[config.mk]
export PLATFORM = sky130hd
export DESIGN_NAME = serial_paralelo_rx_param
export DESIGN_NICKNAME = d
export VERILOG_FILES = /design/src/rtl/serpar_pkg.sv /design/src/rtl/serpar_shifter.sv /design/src/rtl/serial_paralelo_rx_param.sv
export SDC_FILE = /design/constraint.sdc
export NUM_CORES = 1
export LEC_CHECK = 0
export ABC_AREA = 1
export BUFFER_PORTS_ARGS = -buffer_cell sky130_fd_sc_hd__buf_2
export CAP_MARGIN = 30
export CORE_UTILIZATION = 25
export CTS_BUF_LIST = sky130_fd_sc_hd__clkbuf_16
export CTS_CLUSTER_DIAMETER = 150
export DETAILED_ROUTE_END_ITERATION = 10
export GPL_TIMING_DRIVEN = 0
export PLACE_DENSITY_LB_ADDON = 0.05
export SLEW_MARGIN = 20
export SYNTH_ARGS = -nofsm -noshare
export SYNTH_HDL_FRONTEND = slang
export SYNTH_SLANG_ARGS = --single-unit
[constraint.sdc]
create_clock -name clk_32f -period 1.8 [get_ports clk_32f]
set_input_delay 0.09 -clock clk_32f [delete_from_list [all_inputs] [get_ports clk_32f]]
set_output_delay 0.09 -clock clk_32f [all_outputs]
set_load 0.03 [all_outputs]
[src/rtl/serpar_pkg.sv]
// ----------------------------------------------------------------------------
// serpar_pkg
// Shared definitions for the serial-to-parallel receiver:
//   state_t       : receiver lock states (HUNT, SYNC, ACTIVE)
//   SERPAR_COMMA  : default alignment symbol (8'hBC)
//   SERPAR_IDLE   : default idle fill symbol (8'h7C)
// ----------------------------------------------------------------------------
package serpar_pkg;

    typedef enum logic [1:0] {
        HUNT   = 2'd0,
        SYNC   = 2'd1,
        ACTIVE = 2'd2
    } state_t;

    localparam logic [7:0] SERPAR_COMMA = 8'hBC;
    localparam logic [7:0] SERPAR_IDLE  = 8'h7C;

endpackage

[src/rtl/serpar_shifter.sv]
// ----------------------------------------------------------------------------
// serpar_shifter
// Serial shift register and word bit counter for the receiver.
// Ports:
//   clk       : bit clock
//   rst       : asynchronous active-high reset
//   data_in   : serial line, MSB first
//   align     : force bit_cnt to 0 on this edge (COMMA found while hunting)
//   count_en  : bit counter runs (receiver is aligned); held at 0 otherwise
//   sreg_next : shift register contents including the bit sampled this edge
//   boundary  : this edge samples the last bit of an aligned word
// ----------------------------------------------------------------------------
module serpar_shifter #(
    parameter int DATA_W = 8
) (
    input  logic              clk,
    input  logic              rst,
    input  logic              data_in,
    input  logic              align,
    input  logic              count_en,
    output logic [DATA_W-1:0] sreg_next,
    output logic              boundary
);

    localparam int              CNT_W    = $clog2(DATA_W);
    localparam logic [CNT_W-1:0] CNT_LAST = CNT_W'(DATA_W - 1);

    logic [DATA_W-1:0] sreg;
    logic [CNT_W-1:0]  bit_cnt;

    // Word compares are done on the value that includes the incoming bit so
    // that a word is recognised on the very edge that samples its last bit.
    assign sreg_next = {sreg[DATA_W-2:0], data_in};
    assign boundary  = count_en && (bit_cnt == CNT_LAST);

    always_ff @(posedge clk or posedge rst) begin
        if (rst) begin
            sreg    <= '0;
            bit_cnt <= '0;
        end else begin
            sreg <= sreg_next;
            if (align || !count_en) begin
                bit_cnt <= '0;
            end else if (bit_cnt == CNT_LAST) begin
                bit_cnt <= '0;
            end else begin
                bit_cnt <= bit_cnt + 1'b1;
            end
        end
    end

endmodule

[src/rtl/serial_paralelo_rx_param.sv]
// ----------------------------------------------------------------------------
// serial_paralelo_rx_param
// Serial-to-parallel receiver with COMMA-based word alignment and lock.
// The receiver hunts for COMMA at any bit offset, then needs LOCK_CNT
// consecutive aligned COMMAs to lock. While locked, non-idle words are
// delivered on data_out with a one-cycle valid_out pulse.
// Ports:
//   clk_32f   : bit clock (single domain)
//   reset     : asynchronous active-high reset
//   data_in   : serial line, MSB first
//   data_out  : last received non-idle data word
//   valid_out : one-cycle pulse when data_out is updated
//   active    : receiver locked
//   idle_out  : line carries COMMA/IDLE_SYM, or receiver unlocked
// Build option:
//   SERPAR_RX_LOS_EN : drop lock after MAX_GAP words without an aligned COMMA
// ----------------------------------------------------------------------------
module serial_paralelo_rx_param
    import serpar_pkg::*;
#(
    parameter int                DATA_W   = 8,
    parameter logic [DATA_W-1:0] COMMA    = DATA_W'(SERPAR_COMMA),
    parameter logic [DATA_W-1:0] IDLE_SYM = DATA_W'(SERPAR_IDLE),
    parameter int                LOCK_CNT = 4,
    parameter int                MAX_GAP  = 16
) (
    input  logic              clk_32f,
    input  logic              reset,
    input  logic              data_in,
    output logic [DATA_W-1:0] data_out,
    output logic              valid_out,
    output logic              active,
    output logic              idle_out
);

    // Elaboration-time legality checks on the configuration.
    if (DATA_W < 4 || DATA_W > 16) begin : g_bad_data_w
        $error("serial_paralelo_rx_param: DATA_W must be 4..16");
    end
    if (LOCK_CNT < 1 || LOCK_CNT > 15) begin : g_bad_lock_cnt
        $error("serial_paralelo_rx_param: LOCK_CNT must be 1..15");
    end
    if (MAX_GAP < 2 || MAX_GAP > 255) begin : g_bad_max_gap
        $error("serial_paralelo_rx_param: MAX_GAP must be 2..255");
    end

    localparam logic [3:0] LOCK_TGT = 4'(LOCK_CNT);

    state_t            state;
    logic [3:0]        lock_cnt;
    logic [DATA_W-1:0] sreg_next;
    logic              boundary;
    logic              is_comma;
    logic              is_idle;
    logic              align;
    logic              lose_lock;

    assign is_comma = (sreg_next == COMMA);
    assign is_idle  = (sreg_next == IDLE_SYM);
    // While hunting, a COMMA at any bit offset defines the word alignment.
    assign align    = (state == HUNT) && is_comma;

    serpar_shifter #(
        .DATA_W (DATA_W)
    ) u_shifter (
        .clk       (clk_32f),
        .rst       (reset),
        .data_in   (data_in),
        .align     (align),
        .count_en  (state != HUNT),
        .sreg_next (sreg_next),
        .boundary  (boundary)
    );

`ifdef SERPAR_RX_LOS_EN
    localparam logic [7:0] GAP_LAST = 8'(MAX_GAP - 1);

    logic [7:0] gap_cnt;

    // The word arriving now would be the MAX_GAP-th since the last COMMA.
    assign lose_lock = (state == ACTIVE) && boundary && !is_comma
                       && (gap_cnt == GAP_LAST);

    always_ff @(posedge clk_32f or posedge reset) begin
        if (reset) begin
            gap_cnt <= '0;
        end else if (state != ACTIVE || lose_lock) begin
            gap_cnt <= '0;
        end else if (boundary) begin
            gap_cnt <= is_comma ? 8'd0 : gap_cnt + 8'd1;
        end
    end
`else
    assign lose_lock = 1'b0;
`endif

    always_ff @(posedge clk_32f or posedge reset) begin
        if (reset) begin
            state     <= HUNT;
            lock_cnt  <= '0;
            data_out  <= '0;
            valid_out <= 1'b0;
            active    <= 1'b0;
            idle_out  <= 1'b1;
        end else begin
            valid_out <= 1'b0;
            case (state)
                HUNT: begin
                    if (is_comma) begin
                        lock_cnt <= 4'd1;
                        if (LOCK_TGT == 4'd1) begin
                            state  <= ACTIVE;
                            active <= 1'b1;
                        end else begin
                            state <= SYNC;
                        end
                    end
                end
                SYNC: begin
                    if (boundary) begin
                        if (is_comma) begin
                            lock_cnt <= lock_cnt + 4'd1;
                            if (lock_cnt + 4'd1 == LOCK_TGT) begin
                                state  <= ACTIVE;
                                active <= 1'b1;
                            end
                        end else begin
                            state    <= HUNT;
                            lock_cnt <= '0;
                        end
                    end
                end
                ACTIVE: begin
                    if (lose_lock) begin
                        state    <= HUNT;
                        lock_cnt <= '0;
                        active   <= 1'b0;
                        idle_out <= 1'b1;
                    end else if (boundary) begin
                        if (is_comma || is_idle) begin
                            idle_out <= 1'b1;
                        end else begin
                            data_out  <= sreg_next;
                            idle_out  <= 1'b0;
                            valid_out <= 1'b1;
                        end
                    end
                end
                default: begin
                    state    <= HUNT;
                    lock_cnt <= '0;
                    active   <= 1'b0;
                    idle_out <= 1'b1;
                end
            endcase
        end
    end

endmodule

==> results.sh, run 1 <==
export IMPL_p_leak_nw=0.736
export IMPL_rsz0062_at_grt="no"
export IMPL_ir_drop_uv=341
export IMPL_synth_top_cell_area_share=0.551
export IMPL_path_delay_family="buffers and inverters"
export IMPL_port_buffers=13
export IMPL_clock_sinks=27
export IMPL_postRouteAntennaNets=0
export IMPL_p_int_mw=0.952
export IMPL_postSynthAreaPerCell_um2=9.02
export IMPL_gp_congestion=0.741
export IMPL_crit_required_ps=1960
export IMPL_finalSetupTns_ps=0
export IMPL_worst_slew_pin_slew_ps=379
export IMPL_post_route_period_util=0.856
export IMPL_dieArea_mm2=0.00500
export IMPL_drive_gt1_frac=0.224
export IMPL_r2r_slack_ps=270
export IMPL_rows=24
export IMPL_cts_tree="yes"
export IMPL_drc=0
export IMPL_vias=866
export IMPL_crit_start="data_in"
export IMPL_critPathCapture="state[0]"
export IMPL_cts_root_buf="clkbuf_16"
export IMPL_synth_most_common_cell="nand2_1"
export IMPL_crit_fanout=10
export IMPL_dominantRegCellSynth="dfrtp_1"
export IMPL_cts_buffers=3
export IMPL_synthTopCellsByCount="44 x nand2_1, 26 x dfrtp_1, 15 x inv_1, 9 x nor2_1, 6 x nand3_1"
export IMPL_hp_class="in -> async"
export IMPL_synthCells=131
export IMPL_slew_headroom=0.747
export IMPL_crit_top_cell="nand2_1"
export IMPL_switching_power_mw=0.275
export IMPL_grt_pass1_vias=868
export IMPL_maxCapViolCount=0
export IMPL_combPwrFrac=0.061
export IMPL_synthToLayoutAreaGrowth_pct=22.2
export IMPL_first_pass_iters=4
export IMPL_crit_path_cell_trace="dlygate4sd3_1 -> buf_2 -> inv_1 -> nand2_1 -> nor2_2 -> nand2_2 -> o21ai_2 -> nand2_1 -> nand2_1 -> nand2_1"
export IMPL_cp_slowest_stage_delay_ps=540
export IMPL_grt_max_degree=17
export IMPL_htreeDepth=1
export IMPL_yosysSeqAreaShare=0.573
export IMPL_slew_viol_final=0
export IMPL_finClkSkew_ps=3.02
export IMPL_p_per_area_mw_per_mm2=850
export IMPL_nets=160
export IMPL_antenna_found_initial=0
export IMPL_ios=14
export IMPL_dp_hpwl_um=1710
export IMPL_power_total_mw=1.23
export IMPL_cp_depth=10
export IMPL_switching_share=0.224
export IMPL_core_area_mm2=0.00444
export IMPL_insertedDiodeCount=0
export IMPL_grt_ovfl_total=0
export IMPL_cts_hold_buf=2
export IMPL_status="complete, no violations"
export IMPL_netlist_area_mm2=0.00118
export IMPL_p_clk_frac=0.421
export IMPL_grt_met1_usage=0.142
export IMPL_yosysTopAreaCell="dfrtp_1"
export IMPL_grt_pass1_wl_um=4080
export IMPL_reg2reg_depth=8
export IMPL_cp_arrival_ps=1700
export IMPL_wl_um=2300
export IMPL_avgViaCountPerCell=4.25
export IMPL_path_class="in -> reg"
export IMPL_grtUsageMet3=0.0256
export IMPL_ys_types=19
export IMPL_avgRoutedWirePerCell_um=11.3
export IMPL_r2r_start="u_shifter.bit_cnt[0]"
export IMPL_end_kind="register"
export IMPL_synth_edff_count=0
export IMPL_drtIter0Drc=35
export IMPL_final_hold_violation_count=0
export IMPL_die_w_um=70.7
export IMPL_clk_path_buf_depth=2
export IMPL_synth_seq_cells=27
export IMPL_cts_setup_buffers=0
export IMPL_crit_slowest_cell="dlygate4sd3_1"
export IMPL_dieHeight_um=70.7
export IMPL_timing_rr_end="data_out[0]"
export IMPL_yosys_top_cells_area="dfrtp_1 55%, nand2_1 14%, inv_1 4.8%, ha_1 4.2%, o21ai_2 3.0%"
export IMPL_track_usage=0.104
export IMPL_grtUsageMet2=0.161
export IMPL_syn_nets=138
export IMPL_finalInstanceArea_mm2=0.00144
export IMPL_fin_crit_ps=1540
export IMPL_path_buf_inv=3
export IMPL_finalSetupViolations=0
export IMPL_start_kind="input port"
export IMPL_max_freq_mhz=649
export IMPL_synth_async_sr_flop_share=1.00
export IMPL_clk_latency_ps=260
export IMPL_grt_busiest_layer="met2"
export IMPL_ys_warn_count=0
export IMPL_clk_pin_slew_worst_paths_ps=70
export IMPL_placedInstanceArea_mm2=0.00134
export IMPL_ctsResizeCount=0
export IMPL_initial_utilization=0.266
export IMPL_sequentialPowerShare=0.518
-- power groups by stage --
stage                     combinational (mW)  sequential, mW  clock [mW]
after detailed placement              0.0742           0.647           0
after global routing                  0.0831           0.638       0.562
after floorplan                       0.0250           0.666           0
final                                 0.0752           0.636       0.516
after global placement                0.0657           0.647           0
after CTS                             0.0777           0.636       0.535
-- registers in the layout (all words and copies together) (netlist names) --
register / flops
state: 2
lock_cnt: 4
u_shifter.sreg: 7
u_shifter.bit_cnt: 3
valid_out: 1
data_out: 8
idle_out: 1
active: 1
-- cells in the final DEF (no fill, tap or decap) --
cell type,n
nand4_2,1
nand2_2,1
dfstp_2,1
a21oi_1,1
inv_2,4
a21oi_2,1
ha_1,4
buf_6,1
nand3_1,6
dlygate4sd3_1,2
nand2_1,44
clkinvlp_4,1
o21ai_2,4
o2111ai_1,1
buf_2,13
nor2_2,2
nor3_1,2
inv_1,15
nor2_1,9
o21ai_0,5
dfrtp_1,26
buf_8,2
clkbuf_16,3
nand4_1,3
-- area by class of cell --
type	instances	area, um^2
Buffer	1	11.3
Clock buffer	3	75.1
Clock inverter	1	7.51
Fill cell	486	3000
Inverter	19	71.3
Multi-Input combinational cell	84	422
Sequential cell	27	677
Tap cell	52	65.1
Timing Repair Buffer	17	115
-- routing by layer --
layer / wire length (um) / up-vias
met1: 1180 / 401
met4: 19 / 0
met3: 56 / 2
met2: 1040 / 9
li1: - / 454
met5: 0 / -
-- worst min-delay path by stage --
stage	slack (ps)	cells past startpoint	endpoint
after floorplan	120	0	u_shifter.sreg[0]
after global placement	210	1	u_shifter.sreg[0]
after detailed placement	50	2	lock_cnt[2]
after CTS	320	3	lock_cnt[2]
after global routing	340	3	lock_cnt[2]
final	300	3	lock_cnt[2]
-- tightest hold or removal path, delay by kind of cell --
| family | cells | cell delay (ps) |
|---|---|---|
| buf+inv | 3 | 870 |
-- metrics by stage --
| stage | std cells | worst slack, ps | hold WS [ps] | utilization |
|---|---|---|---|---|
| floorplan | 131 | 406 | 121 | - |
| global placement | 196 | 271 | 215 | 0.295 |
| detailed placement | 198 | 264 | 50.5 | 0.302 |
| CTS | 204 | 248 | 320 | 0.325 |
| global route | 204 | 49.8 | 344 | 0.325 |
| finish | 204 | 259 | 304 | 0.325 |
-- kinds of logic (layout without fill, tap and decap cells) --
kind of cell,count (synthesis),count (layout),synth area share
simple gates,68,68,0.245
flops,27,27,0.573
buf+inv,20,41,0.0699
compound gates,12,12,0.0699
fa+ha+maj,4,4,0.0424
Power figures use the tool's default switching activity.
==> inputs of run 2 (changes only) <==
ABC_AREA = not set   (was 1)
SLEW_MARGIN = not set   (was 20)
==> run 2 against run 1 <==
  * Clock power decreased by 4%
  * Highest routed layer unchanged
  * Register-to-register slack lost 170 ps
  * Largest power group unchanged
  * Fmax shrank 9.6%
==> results.sh, run 2 <==
export IMPL_status="complete, no violations"
export IMPL_slew_headroom=0.564
export IMPL_netlist_area_mm2=0.00117
export IMPL_vias=840
export IMPL_grt_pass1_vias=858
export IMPL_clk_pin_slew_worst_paths_ps=60
export IMPL_crit_fanout=7
export IMPL_htreeDepth=1
export IMPL_grt_max_degree=16
export IMPL_critPathCapture="data_out[1]"
export IMPL_combPwrFrac=0.061
export IMPL_synth_edff_count=0
export IMPL_final_common_cell="dfrtp_1"
export IMPL_grt_pass1_wl_um=4340
export IMPL_worst_slew_pin_slew_ps=653
export IMPL_yosysSeqAreaShare=0.579
export IMPL_yosysTopAreaCell="dfrtp_1"
export IMPL_sequentialPowerShare=0.527
export IMPL_timing_rr_end="data_out[1]"
export IMPL_synth_seq_cells=27
export IMPL_cts_tree="yes"
export IMPL_ios=14
export IMPL_ir_drop_uv=317
export IMPL_finalSetupViolations=0
export IMPL_wl_um=2410
export IMPL_die_w_um=70.4
export IMPL_synth_async_sr_flop_share=1.00
export IMPL_postSynthAreaPerCell_um2=12.3
export IMPL_initial_utilization=0.265
export IMPL_crit_start="u_shifter.bit_cnt[0]"
export IMPL_nets=130
export IMPL_max_freq_mhz=587
export IMPL_path_class="reg -> reg"
export IMPL_dominantRegCellSynth="dfrtp_1"
export IMPL_grt_ovfl_total=0
export IMPL_final_hold_violation_count=0
export IMPL_hp_class="reg -> reg"
export IMPL_rows=24
export IMPL_gp_congestion=0.767
export IMPL_layout_common_cells="26 x dfrtp_1, 14 x buf_2, 8 x mux2_2"
export IMPL_regMostFlops="data_out"
export IMPL_start_kind="register"
export IMPL_insertedDiodeCount=0
export IMPL_postRouteAntennaNets=0
export IMPL_synth_most_common_cell="dfrtp_1"
export IMPL_synthCells=95
export IMPL_r2r_slack_ps=100
export IMPL_ys_warn_count=0
export IMPL_cp_depth=7
export IMPL_synth_top_cell_area_share=0.556
export IMPL_switching_share=0.213
export IMPL_yosys_top_cells_area="dfrtp_1 56%, mux2_2 7.7%, ha_1 4.3%, dfstp_2 2.2%, nand3_1 2.1%"
export IMPL_synthTopCellsByCount="26 x dfrtp_1, 8 x mux2_2, 5 x nand2_1, 5 x nand3_1, 5 x o21ai_0"
export IMPL_dieArea_mm2=0.00496
export IMPL_syn_nets=102
export IMPL_path_delay_family="buffers and inverters"
export IMPL_p_leak_nw=0.678
export IMPL_dieHeight_um=70.4
export IMPL_path_buf_inv=3
export IMPL_synthToLayoutAreaGrowth_pct=27.9
export IMPL_track_usage=0.111
export IMPL_postLayoutSetupSlackWorst_ps=95.1
export IMPL_drc=0
export IMPL_largest_reg_flops=8
export IMPL_cp_arrival_ps=1850
export IMPL_reg2reg_depth=7
export IMPL_utilization=0.339
export IMPL_drtIter0Drc=88
export IMPL_clock_sinks=27
export IMPL_avgViaCountPerCell=4.83
export IMPL_finalSetupTns_ps=0
export IMPL_finClkSkew_ps=3.44
export IMPL_switching_power_mw=0.258
export IMPL_reg_largest_list="data_out: 8 flops, u_shifter.sreg: 7 flops, lock_cnt: 4 flops"
export IMPL_dp_hpwl_um=1620
export IMPL_avgRoutedWirePerCell_um=13.9
export IMPL_fillers=440
export IMPL_post_route_period_util=0.947
export IMPL_clk_path_buf_depth=2
export IMPL_drive_gt1_frac=0.344
export IMPL_post_place_ws_ps=-359
export IMPL_p_per_area_mw_per_mm2=808
export IMPL_slew_viol_final=0
export IMPL_crit_slowest_cell="dfrtp_1"
export IMPL_r2r_start="u_shifter.bit_cnt[0]"
export IMPL_crit_required_ps=1940
export IMPL_multiInputGateArea_um2=469
export IMPL_crit_path_cell_trace="ha_1 -> ha_1 -> buf_6 -> inv_4 -> nor4_4 -> buf_6 -> mux2_2"
export IMPL_register_area_um2=677
export IMPL_p_clk_frac=0.411
export IMPL_end_kind="register"
export IMPL_power_total_mw=1.21
export IMPL_p_int_mw=0.951
export IMPL_cts_buffers=3
export IMPL_core_area_mm2=0.00441
export IMPL_cp_slowest_stage_delay_ps=350
export IMPL_maxCapViolCount=0
export IMPL_first_pass_iters=3
export IMPL_ys_types=34
export IMPL_port_buffers=13
export IMPL_antenna_found_initial=0
export IMPL_cts_root_buf="clkbuf_16"
export IMPL_clk_latency_ps=260
export IMPL_fin_crit_ps=1700
-- run 2: cell types whose count changed in the layout (fill, tap and decap cells not counted), moves of 3 or more --
cell     delta
nand2_1    -39
a31oi_1     +3
nand4_1     -3
o21ai_2     -4
nor2_1      -6
inv_2       -3
inv_1      -11
buf_4       +6
mux2_2      +8
-- run 2: power by group through the flow --
stage                     logic, mW  registers, mW  clock network (mW)
after floorplan              0.0242          0.667                   0
after global placement       0.0640          0.648                   0
after detailed placement     0.0720          0.649                   0
after CTS                    0.0754          0.637               0.519
after global routing         0.0810          0.640               0.546
final                        0.0740          0.637               0.497
-- run 2: layout make-up --
type,instances,share of cell area
Tap cell,52,0.0435
Clock inverter,1,0.00251
Multi-Input combinational cell,61,0.314
Sequential cell,27,0.452
Clock buffer,3,0.0502
Buffer,2,0.0109
Timing Repair Buffer,23,0.113
Inverter,5,0.0142
-- run 2: metrics by stage --
step           instance area, um^2  std cells  hold WS, ps
2_1_floorplan                 1170         95          121
3_3_place_gp                  1300        160          242
3_5_place_dp                  1330        161          223
4_1_cts                       1460        170          431
5_1_grt                       1500        174          450
6_report                      1500        174          432
-- run 2: cell families (layout without fill, tap and decap cells) --
kind of cell | count (synthesis) | count (layout) | synth area share
compound gates | 18 | 18 | 0.101
xor+xnor | 1 | 1 | 0.00749
fa+ha+maj | 4 | 4 | 0.0428
buf+inv | 7 | 34 | 0.0246
flops | 27 | 27 | 0.579
mux | 8 | 8 | 0.0770
simple gates | 30 | 30 | 0.169
-- run 2: worst min-delay path by stage --
stage / startpoint / cells after the start / endpoint / slack, ps
after floorplan: data_in / 0 / u_shifter.sreg[0] / 120
after global placement: data_in / 1 / u_shifter.sreg[0] / 240
after detailed placement: reset / 2 / valid_out / 220
after CTS: u_shifter.sreg[2] / 0 / u_shifter.sreg[3] / 430
after global routing: u_shifter.sreg[2] / 0 / u_shifter.sreg[3] / 450
final: u_shifter.sreg[0] / 0 / u_shifter.sreg[1] / 430
-- run 2: metal layers --
| metal | share of wire | track usage |
|---|---|---|
| met1 | 0.50 | 0.157 |
| met2 | 0.46 | 0.169 |
| met3 | 0.027 | 0.0216 |
| met4 | 0.013 | 0.0333 |
| met5 | 0 | 0 |
-- run 2: repair_timing --
item / 4_1_cts / 5_1_grt
hold buffers: 2 / 0
buffers inserted: 3 / 4
endpoints found under the hold margin: 15 / 0
gates resized for setup: 3 / 3
pin swaps: 1 / 1
endpoints found under the setup margin: 10 / 9
==> inputs of run 3 (changes only) <==
REMOVE_ABC_BUFFERS = 1   (was not set)
==> run 3 against run 2 <==
  * Clock skew is essentially flat
  * First-iteration DRC count is 41% higher
  * Largest power group unchanged
  * Non-clock buffer count is 5 lower
  * Sequential power about the same
  * Design area is 1.7% lower
  * Fmax up 1.7%
==> results.sh, run 3 (synthesis results as in run 2) <==
export IMPL_cp_slowest_stage_delay_ps=350
export IMPL_clk_latency_ps=260
export IMPL_postLayoutSetupSlackWorst_ps=124
export IMPL_track_usage=0.103
export IMPL_dp_hpwl_um=1580
export IMPL_layout_common_cells="26 x dfrtp_1, 13 x buf_2, 8 x mux2_2"
export IMPL_p_per_area_mw_per_mm2=836
export IMPL_crit_slowest_cell="dfrtp_1"
export IMPL_first_pass_iters=4
export IMPL_start_kind="register"
export IMPL_core_area_mm2=0.00441
export IMPL_p_leak_nw=0.640
export IMPL_drc=0
export IMPL_ios=14
export IMPL_avgRoutedWirePerCell_um=13.7
export IMPL_drtIter0Drc=124
export IMPL_utilization=0.333
export IMPL_cts_tree="yes"
export IMPL_crit_path_cell_trace="ha_1 -> ha_4 -> inv_1 -> nor4_4 -> buf_4 -> mux2_2"
export IMPL_cp_arrival_ps=1830
export IMPL_drive_gt1_frac=0.325
export IMPL_maxCapViolCount=0
export IMPL_synthToLayoutAreaGrowth_pct=25.8
export IMPL_grt_max_degree=17
export IMPL_htreeDepth=1
export IMPL_ir_drop_uv=268
export IMPL_grt_pass1_vias=789
export IMPL_vias=813
export IMPL_largest_reg_flops=8
export IMPL_grt_ovfl_total=0
export IMPL_final_hold_violation_count=0
export IMPL_clk_pin_slew_worst_paths_ps=70
export IMPL_fin_crit_ps=1680
export IMPL_status="complete, no violations"
export IMPL_worst_slew_pin_slew_ps=634
export IMPL_cts_root_buf="clkbuf_16"
export IMPL_grt_pass1_wl_um=3950
export IMPL_worstHoldStart="u_shifter.sreg[0]"
export IMPL_r2r_start="u_shifter.bit_cnt[0]"
export IMPL_crit_start="u_shifter.bit_cnt[0]"
export IMPL_antenna_found_initial=0
export IMPL_insertedDiodeCount=0
export IMPL_finalSetupViolations=0
export IMPL_clock_sinks=27
export IMPL_max_freq_mhz=597
export IMPL_wl_um=2320
export IMPL_dieArea_mm2=0.00496
export IMPL_multiInputGateArea_um2=482
export IMPL_end_kind="register"
export IMPL_regMostFlops="data_out"
export IMPL_reg_largest_list="data_out: 8 flops, u_shifter.sreg: 7 flops, lock_cnt: 4 flops"
export IMPL_cts_buffers=3
export IMPL_finClkSkew_ps=3.16
export IMPL_register_area_um2=677
export IMPL_fillers=463
export IMPL_port_buffers=13
export IMPL_crit_fanout=4
export IMPL_rsz0062_at_grt="no"
export IMPL_dieHeight_um=70.4
export IMPL_path_delay_family="flip-flops"
export IMPL_crit_required_ps=1950
export IMPL_nets=125
export IMPL_slew_headroom=0.577
export IMPL_slew_viol_final=0
export IMPL_hp_class="reg -> reg"
export IMPL_rows=24
export IMPL_gp_congestion=0.780
export IMPL_final_common_cell="dfrtp_1"
export IMPL_post_route_period_util=0.931
export IMPL_avgViaCountPerCell=4.81
export IMPL_initial_utilization=0.265
export IMPL_die_w_um=70.4
export IMPL_path_buf_inv=2
export IMPL_path_class="reg -> reg"
export IMPL_postRouteAntennaNets=0
export IMPL_clk_path_buf_depth=2
export IMPL_post_place_ws_ps=-453
## run 3: cell count changes in the layout (fill, tap and decap cells not counted), sizes merged
cell and delta:
inv -1, buf -5, clkinvlp +1
## run 3: worst paths after layout
check / endpoint / slack [ps] / cells after the start
max in group asynchronous: data_out[7] / 860 / 4
hold reg to reg: u_shifter.sreg[1] / 420 / 0
hold / removal: u_shifter.sreg[1] / 420 / 0
min in group asynchronous: u_shifter.bit_cnt[0] / 450 / 3
setup reg to reg: data_out[6] / 120 / 6
setup / recovery: data_out[6] / 120 / 6
## run 3: through the flow
stage | instances | hold slack (ps) | instance area, um^2 | total power, mW | setup TNS [ps]
2_1_floorplan | 93 | 121 | 1160 | 0.691 | -272
3_3_place_gp | 158 | 244 | 1290 | 0.712 | -3910
3_5_place_dp | 159 | 201 | 1320 | 0.721 | -3820
4_1_cts | 169 | 427 | 1460 | 1.25 | 0
5_1_grt | 169 | 452 | 1470 | 1.27 | 0
6_report | 169 | 416 | 1470 | 1.23 | 0
## run 3: routing by layer
layer / global-route usage / up-vias / wire, um
met5: 0 / - / 0
met4: 0.0467 / 0 / 51
met3: 0.0260 / 5 / 100
met2: 0.147 / 18 / 1000
met1: 0.144 / 398 / 1170
li1: - / 392 / -
## run 3: final cells by class
cell class / count / share of cell area
tap: 52 / 0.0442
sequential: 27 / 0.460
clock inverter: 1 / 0.00510
inverter: 5 / 0.0128
multi-input combinational: 61 / 0.327
clock buffer: 3 / 0.0510
timing repair buffer: 20 / 0.0995
## run 3: power breakdown
| part | internal [mW] | switching, mW | total, mW |
|---|---|---|---|
| combinational | 0.0289 | 0.0446 | 0.0735 |
| clock | 0.302 | 0.218 | 0.520 |
| sequential | 0.624 | 0.0126 | 0.637 |
## run 3: timing repair
item                                    in CTS  in global routing
pin swaps                                    1                  1
endpoints found under the setup margin      10                  8
endpoints found under the hold margin       12                  0
hold buffers                                 2                  0
resized for setup                            2                  2
setup buffers                                4                  0
